[src/rtl/config_tile_mlane.sv]
// Configuration tile for fabric slices: multi-lane shadow shift chain,
// two-step commit (comb config, then register reset-state load), word-count
// length check with sticky error, and readback capture of the active config.
module config_tile_mlane #(
  parameter int unsigned COMB_N = 135,
  parameter int unsigned MEM_N  = 8,
  parameter int unsigned LANES  = 4
) (
  input  logic              clk,
  input  logic              rst,
  input  logic              shift_enable,
  input  logic              shift_soft_sel,
  input  logic [LANES-1:0]  shift_in_hard,
  input  logic [LANES-1:0]  shift_in_soft,
  output logic [LANES-1:0]  shift_out,
  input  logic              set_hard,
  input  logic              set_soft,
  input  logic              capture,
  output logic [COMB_N-1:0] comb_config,
  output logic              comb_set,
  output logic [MEM_N-1:0]  mem_config,
  output logic              mem_set,
  output logic              cfg_err
);

  localparam int unsigned CFG_N = COMB_N + MEM_N;
  localparam int unsigned DEPTH = (CFG_N + LANES - 1) / LANES;
  localparam int unsigned SH_N  = LANES * DEPTH;
  localparam int unsigned CNT_W = $clog2(DEPTH + 2);

  typedef enum logic [1:0] {
    IDLE     = 2'd0,
    C_COMMIT = 2'd1,
    M_COMMIT = 2'd2
  } state_t;

  state_t            state;
  logic [SH_N-1:0]   shadow;
  logic [SH_N-1:0]   shadow_shifted;
  logic [SH_N-1:0]   shadow_next;
  logic [SH_N-1:0]   capture_img;
  logic [CNT_W-1:0]  word_cnt;
  logic [CNT_W-1:0]  cnt_next;
  logic [LANES-1:0]  lane_in;
  logic              in_idle;
  logic              do_capture;
  logic              do_shift;
  logic              set_req;
  logic              commit_go;
  logic              commit_bad;

  // Lane tails feed the southward tile directly from the shadow register.
  always_comb begin
    shift_out = '0;
    for (int k = 0; k < int'(LANES); k++) begin
      shift_out[k] = shadow[k*DEPTH];
    end
  end

  // Each lane moves one bit toward its tail; new bit enters at the lane head.
  always_comb begin
    lane_in        = shift_soft_sel ? shift_in_soft : shift_in_hard;
    shadow_shifted = '0;
    for (int k = 0; k < int'(LANES); k++) begin
      shadow_shifted[k*DEPTH +: DEPTH] = {lane_in[k], shadow[k*DEPTH+1 +: DEPTH-1]};
    end
  end

  // Next shadow value and word counter; capture wins over shift, and both
  // are only honoured while idle so the image is frozen during a commit.
  always_comb begin
    in_idle     = (state == IDLE);
    do_capture  = in_idle && capture;
    do_shift    = in_idle && shift_enable && !capture;
    set_req     = set_hard || set_soft;
    commit_go   = in_idle && set_req && (word_cnt == CNT_W'(DEPTH));
    commit_bad  = in_idle && set_req && (word_cnt != CNT_W'(DEPTH));
    capture_img = SH_N'({mem_config, comb_config});

    shadow_next = shadow;
    if (do_capture) begin
      shadow_next = capture_img;
    end else if (do_shift) begin
      shadow_next = shadow_shifted;
    end

    cnt_next = word_cnt;
    if (do_capture || commit_go) begin
      cnt_next = '0;
    end else if (do_shift && (word_cnt != CNT_W'(DEPTH + 1))) begin
      cnt_next = word_cnt + CNT_W'(1);
    end
  end

  // Commit FSM plus shadow/counter/config registers.
  always_ff @(posedge clk) begin
    if (rst) begin
      state       <= IDLE;
      shadow      <= '0;
      word_cnt    <= '0;
      comb_config <= '0;
      mem_config  <= '0;
      comb_set    <= 1'b0;
      mem_set     <= 1'b0;
      cfg_err     <= 1'b0;
    end else begin
      shadow   <= shadow_next;
      word_cnt <= cnt_next;
      comb_set <= 1'b0;
      mem_set  <= 1'b0;
      case (state)
        IDLE: begin
          if (commit_go) begin
            // Commit the post-shift image when a shift coincides with set.
            comb_config <= shadow_next[COMB_N-1:0];
            mem_config  <= shadow_next[CFG_N-1:COMB_N];
            comb_set    <= 1'b1;
            state       <= C_COMMIT;
          end else if (commit_bad) begin
            cfg_err <= 1'b1;
          end
        end
        C_COMMIT: begin
          mem_set <= 1'b1;
          state   <= M_COMMIT;
        end
        M_COMMIT: begin
          state <= IDLE;
        end
        default: begin
          state <= IDLE;
        end
      endcase
    end
  end

endmodule

[config.mk]
export PLATFORM = sky130hd
export DESIGN_NAME = config_tile_mlane
export DESIGN_NICKNAME = d
export VERILOG_FILES = /design/src/rtl/config_tile_mlane.sv
export SDC_FILE = /design/constraint.sdc
export NUM_CORES = 1
export LEC_CHECK = 0
export BUFFER_PORTS_ARGS = -buffer_cell sky130_fd_sc_hd__buf_2
export CAP_MARGIN = 20
export CELL_PAD_IN_SITES_DETAIL_PLACEMENT = 1
export CELL_PAD_IN_SITES_GLOBAL_PLACEMENT = 1
export CORE_ASPECT_RATIO = 0.8
export CORE_MARGIN = 4
export CORE_UTILIZATION = 48
export DETAILED_ROUTE_END_ITERATION = 10
export PLACE_DENSITY_LB_ADDON = 0.1
export RECOVER_POWER = 100
export SLEW_MARGIN = 15
export SYNTH_ARGS = -nofsm -noshare
export SYNTH_HDL_FRONTEND = slang
export SYNTH_SLANG_ARGS = --single-unit
[constraint.sdc]
create_clock -name clk -period 4.36 [get_ports clk]
set_input_delay 0.436 -clock clk [delete_from_list [all_inputs] [get_ports clk]]
set_output_delay 0.436 -clock clk [all_outputs]
set_load 0.005 [all_outputs]
==> impl_results.md, run 1 <==
* Nets@finish at 1145
* Fin. Hold Viols at 0
* Number of buffers created by CTS at 30
* Unique cell type count in the Yosys netlist at 37
* Post-synth top cells: 298 x dfxtp_1, 140 x a22oi_1, 117 x nor2_1
* Initial DRC Count at 966
* Critical path depth at 5
* Placed cell area at 12200 um^2
* Cells after Synth at 1044
* Crit path max-delay cell type: clkbuf_2
* Setup-failing EPs final at 0
* Vias at 9298
* ANT nets after route at 0
* Max Cap Violations at 1
* Die height at 146 um
* Post-CTS resize count at 0
* Reg clk slew, reported paths at 60 ps
* Final GP Congestion at 0.726
* Setup crit start kind: flop
* Syn_nets at 1062
* Register area share after synthesis at 52.3%
* Reg2Reg Depth at 5
* Setup tns final at 0 ps
* PD cells at 425 nW/um^2
* Hold Path Sink: cfg_err
* Worst Hold Class: input port to flop
* Cell area after layout at 12800 um^2
* Crit path from: state[1]
* # fillers at 2597
* Final worst-path cycle share at 70.3%
* Root cell of the clock tree: clkbuf_16
* CP Buf/Inv Count at 1
* H-tree Lvls at 1
* Clock Skew at 7.82 ps
* P_leak at 0.00418 uW
* GR Overflow Total at 0
* DR vias/cell at 6.37
* First-pass GRT wire length at 49.1 mm
* Fmax at 0.326 GHz
* I/O pin cnt at 165
* Most frequent cell after synthesis: dfxtp_1
* Initial Util at 48.8%
* Vias in the first global route at 9149
* Internal power at 4240 uW
* Status: complete, but fails checks
* Synth async-reset ratio at 0%
* Initial antenna violation count at 0
* Hold depth at 4
* Hold Path Origin: set_hard
* Fin. max-slew vios at 88
* Worst path max stage delay at 1070 ps
* Number of flops mapped to enable cells by yosys at 0
* CP endpoint kind: flop
* Clock Path Buffers at 3
* RR Startpoint: state[1]
* VDD IR-drop max at 307 uV
* Relative slew slack at -40.5%
* Worst slew pin tran at 2110 ps
* CTS tree: done
* Worst slack, placed at 1940 ps
* CP Cell Sequence: nor2_1, o2111a_1, a21oi_1, clkbuf_2, o2bb2ai_1
* Top_reg_cell synth: dfxtp_1
* Routed WL at 30.5 mm
* Worst reg2reg setup slack at 1290 ps
* Comb power frac at 3.5%
* Post CTS Setup Buffer Count at 0
* CP delay by family, top: buffers and inverters
* Placeable Area at 23400 um^2
* FF-to-FF End: mem_config[4]
* Mean area per synthesized cell at 10.9 um^2
* Pre-Repair DR Iteration Count at 7
* Hold_buf cts at 0
* Mapped Area at 11400 um^2
* Routed len/inst at 20.9 um
* Synth warn at 0
* Worst Path Required at 4760 ps
* Violated checks: max-capacitance violations, max-slew violations
* PortBufs at 164
* Crit path max fanout at 87
* Arrival time worst endpoint at 3470 ps
* Tot GR Track Use at 21.7%
* Die W at 180 um
* Final min period at 3070 ps
* Setup CP Type: flop to flop
* Final routed DRC violation total at 0
* Flops & latches, synth at 298
* RSZ-0062 raised after global routing: no
* Final worst setup slack at 1290 ps
* Seq pwr share at 50.3%
* Clock Sinks at 298
* Clock Power Share at 46.3%
* Synth top area cells: dfxtp_1 52%, a222oi_1 9.3%, a22oi_1 9.2%
* Switching power at 1200 uW
* Largest net degree at the start of global routing at 247
* Sw Ratio at 22.0%
* Dpl hpwl at 17.0 mm
* Site Rows at 50
* Die ar. at 26300 um^2
* Final antenna diode count at 0
* Area growth, synth to finish at 11.9%
* Area leader, netlist: dfxtp_1
* Layout cell share with drive strength beyond 1 at 12.9%
* WHS at 278 ps
* Top cell type's share of synthesized area at 52.3%
* Clock Latency Late Sink at 540 ps
## kinds of logic after synthesis
family                     count (synthesis)  synth area share, %
AOI/OAI and AO/OA                        438                 35.3
xor gates and xnor gates                   3                0.230
adders and majority gates                  3                0.329
buffers and inverters                    130                 5.51
DFF                                      298                 52.3
muxes                                      5                0.439
and+or+nand+nor                          167                 5.92
## per-layer routing
| layer | global-route usage [%] | vias to the layer above | part of all wire, % |
|---|---|---|---|
| li1 | - | 4315 | - |
| met1 | 30.1 | 4730 | 46 |
| met2 | 35.9 | 223 | 47 |
| met3 | 4.55 | 30 | 5.6 |
| met4 | 3.40 | 0 | 1.2 |
| met5 | 0 | - | 0 |
## layout by cell type (no fill, tap or decap), types with 2 or more instances in the layout
cell	count
buf_12	5
nor3b_1	2
o2bb2ai_2	19
o2bb2ai_1	123
a222oi_1	106
nand4_1	2
a21oi_1	38
inv_1	6
nand2_1	39
o21a_1	2
mux2i_1	5
nor2_1	118
clkbuf_16	31
clkbuf_8	11
ha_1	3
o221ai_1	3
a22oi_1	140
clkbuf_1	102
buf_4	5
dfxtp_1	298
buf_2	70
xor2_1	2
## power by group through the flow
stage / clock network (uW) / logic, uW / registers, uW
2_1_floorplan: 0 / 145 / 2790
3_3_place_gp: 0 / 192 / 2790
3_5_place_dp: 0 / 194 / 2790
4_1_cts: 2570 / 194 / 2730
5_1_grt: 2700 / 205 / 2730
6_report: 2510 / 188 / 2730
## registers in the layout (all words and copies together) (netlist names)
register / count
shadow: 144
mem_config: 8
state: 2
comb_config: 135
cfg_err: 1
word_cnt: 6
comb_set: 1
mem_set: 1
## layout make-up
cell class                 count  area [um^2]  share of cell area, %
inverter                       6         22.5                  0.176
tap                          312          390                   3.06
sequential                   298         5970                   46.7
clock buffer                  51          961                   7.53
multi-input combinational    616         4570                   35.8
clock inverter                 2         12.5                 0.0980
timing repair buffer         175          846                   6.62
## how the worst max path moves through the flow
| stage | endpoint | slack, ps |
|---|---|---|
| floorplan | comb_config[29] | 2840 |
| global route | comb_config[123] | 1080 |
| global placement | comb_config[113] | 1960 |
| CTS | comb_config[93] | 2110 |
| finish | mem_config[4] | 1290 |
| detailed placement | comb_config[13] | 1940 |
## worst min-delay path, stage by stage
cell	delay, ps
buf_2	100
o21a_1	110
a21oi_1	60
nor2_1	70
## through the flow
| step | std cells | util (%) | total power, uW |
|---|---|---|---|
| 3_3_place_gp | 1407 | 52.2 | 2980 |
| 4_1_cts | 1460 | 56.3 | 5500 |
| 6_report | 1460 | 54.6 | 5430 |
| 5_1_grt | 1460 | 54.6 | 5630 |
| 3_5_place_dp | 1407 | 52.2 | 2980 |
| 2_1_floorplan | 1044 | - | 2930 |
(Power assumes the default switching activity.)
==> run 2, diff against run 1 <==
CORE_UTILIZATION = 40   (was 48)
clock period = 2.7 ns   (was 4.36 ns; I/O delays follow)
==> impl_results.md, run 2 (synthesis results as in run 1) <==
* Status: complete, no violations (was complete, but fails checks)
* # fillers at 3163 (was 2597)
* ANT nets after route at 0 (unchanged)
* Hold_buf cts at 0 (unchanged)
* Dpl hpwl at 18.3 mm (was 17.0 mm)
* Worst reg2reg setup slack at 450 ps (was 1290 ps)
* Most frequent cells in the layout: 298 x dfxtp_1, 140 x a22oi_1, 134 x o2bb2ai_1 (was 298 x dfxtp_1, 140 x a22oi_1, 123 x o2bb2ai_1)
* Nets@finish at 1156 (was 1145)
* Final min period at 2250 ps (was 3070 ps)
* P_leak at 0.00432 uW (was 0.00418 uW)
* Top flop regs: shadow: 144 flops, comb_config: 135 flops, mem_config: 8 flops (unchanged)
* Final routed DRC violation total at 0 (unchanged)
* Die height at 159 um (was 146 um)
* Pre-Repair DR Iteration Count at 6 (was 7)
* Setup tns final at 0 ps (unchanged)
* Relative slew slack at 11.1% (was -40.5%)
* CP endpoint kind: flop (unchanged)
* Clock Power Share at 48.7% (was 46.3%)
* FF-to-FF End: shadow[84] (was mem_config[4])
* Fin. Hold Viols at 0 (unchanged)
* Worst slack, placed at 646 ps (was 1940 ps)
* Routed len/inst at 20.4 um (was 20.9 um)
* Worst slew pin tran at 1330 ps (was 2110 ps)
* RSZ-0062 raised after global routing: no (unchanged)
* Non-filler instance count after layout at 1534 (was 1460)
* Die W at 197 um (was 180 um)
* Arrival time worst endpoint at 2620 ps (was 3470 ps)
* Clock Skew at 15.9 ps (was 7.82 ps)
* Reg2Reg Depth at 5 (unchanged)
* Post-Route Utilization at 46.3% (was 54.6%)
* Clock Latency Late Sink at 540 ps (about the same)
* VDD IR-drop max at 466 uV (was 307 uV)
* First-pass GRT wire length at 51.0 mm (was 49.1 mm)
* Comb power frac at 3.5% (about the same)
* Crit path max fanout at 80 (was 87)
* WHS at 103 ps (was 278 ps)
* Placeable Area at 28200 um^2 (was 23400 um^2)
* Max Cap Violations at 0 (was 1)
* Final worst-path cycle share at 83.2% (was 70.3%)
* Clock Path Buffers at 3 (unchanged)
* Worst Path Required at 3080 ps (was 4760 ps)
* PortBufs at 164 (unchanged)
* Tot GR Track Use at 19.0% (was 21.7%)
* Clock Sinks at 298 (unchanged)
* Vias at 9315 (was 9298)
* Sw Ratio at 21.7% (was 22.0%)
* GR Overflow Total at 0 (unchanged)
* Inst Count DP at 1475 (was 1407)
* Switching power at 2000 uW (was 1200 uW)
* Biggest register: shadow (unchanged)
* I/O pin cnt at 165 (unchanged)
* Die ar. at 31300 um^2 (was 26300 um^2)
* Crit path from: state[1] (unchanged)
* RR Startpoint: state[1] (unchanged)
* Root cell of the clock tree: clkbuf_16 (unchanged)
* Worst setup endpoint: shadow[84] (was mem_config[4])
* Fmax at 0.445 GHz (was 0.326 GHz)
* Initial DRC Count at 1016 (was 966)
* H-tree Lvls at 1 (unchanged)
* Commonest non-fill, non-tap cell in the layout: dfxtp_1 (unchanged)
* Final GP Congestion at 0.714 (was 0.726)
* Initial antenna violation count at 2 (was 0)
* Reg clk slew, reported paths at 60 ps (about the same)
* Initial Util at 40.4% (was 48.8%)
* Seq pwr share at 47.8% (was 50.3%)
* Largest net degree at the start of global routing at 124 (was 247)
* Routed WL at 31.3 mm (was 30.5 mm)
* Setup crit start kind: flop (unchanged)
* Post-CTS resize count at 0 (unchanged)
* Area growth, synth to finish at 14.5% (was 11.9%)
* CTS tree: done (unchanged)
* Worst Hold Class: input port to flop (unchanged)
* Layout cell share with drive strength beyond 1 at 13.5% (was 12.9%)
* DR vias/cell at 6.07 (was 6.37)
* Post CTS Setup Buffer Count at 0 (unchanged)
* Site Rows at 55 (was 50)
* Vias in the first global route at 9128 (was 9149)
* Number of buffers created by CTS at 31 (was 30)
* Internal power at 7230 uW (was 4240 uW)
* PD cells at 707 nW/um^2 (was 425 nW/um^2)
* Final worst setup slack at 455 ps (was 1290 ps)
* Setup-failing EPs final at 0 (unchanged)
* Fin. max-slew vios at 0 (was 88)
* Largest register FFs at 144 (unchanged)
* Setup CP Type: flop to flop (unchanged)
-- run 2: area by class of cell --
class | count | area [um^2] | area share, %
clock inverters | 14 | 195 | 1.49
flip-flops and latches | 298 | 5970 | 45.7
repair buffers | 185 | 1010 | 7.71
clock buffers | 43 | 891 | 6.82
multi-input cells | 616 | 4510 | 34.5
well taps | 370 | 463 | 3.55
diodes | 2 | 5.00 | 0.0383
inverters | 6 | 22.5 | 0.172
-- run 2: per-layer routing --
layer  routed length (um)  up-vias  GRT usage [%]
li1                     -     4348              -
met1                15100     4705           27.9
met2                14200      222           29.9
met3                 1520       40           3.09
met4                  489        0           3.37
met5                    0        -              0
-- run 2: critical path: stages (launching register included) --
cell      delay [ps]
dfxtp_1          380
nor2_1           350
o21ai_2          450
buf_12           370
a222oi_1         400
nor2_1            80
-- run 2: through the flow --
stage	instance area [um^2]	power, uW
floorplan	11400	4740
global placement	12400	4840
detailed placement	12400	4850
CTS	13500	9380
global route	13100	9570
finish	13100	9230
-- run 2: how the worst min path moves through the flow --
stage | from | to | slack (ps) | cells past startpoint
final | set_hard | cfg_err | 100 | 4
after CTS | set_hard | cfg_err | 80 | 4
after global routing | set_hard | cfg_err | 120 | 4
after detailed placement | comb_config[129] | shadow[129] | 460 | 2
after global placement | comb_config[108] | shadow[108] | 460 | 2
after floorplan | cfg_err | cfg_err | 460 | 2
-- run 2: power by group through the flow --
stage | registers, uW | logic [uW] | clock network [uW]
final | 4410 | 326 | 4490
after detailed placement | 4510 | 342 | 0
after global routing | 4410 | 355 | 4810
after floorplan | 4500 | 234 | 0
after global placement | 4510 | 339 | 0
after CTS | 4410 | 342 | 4630
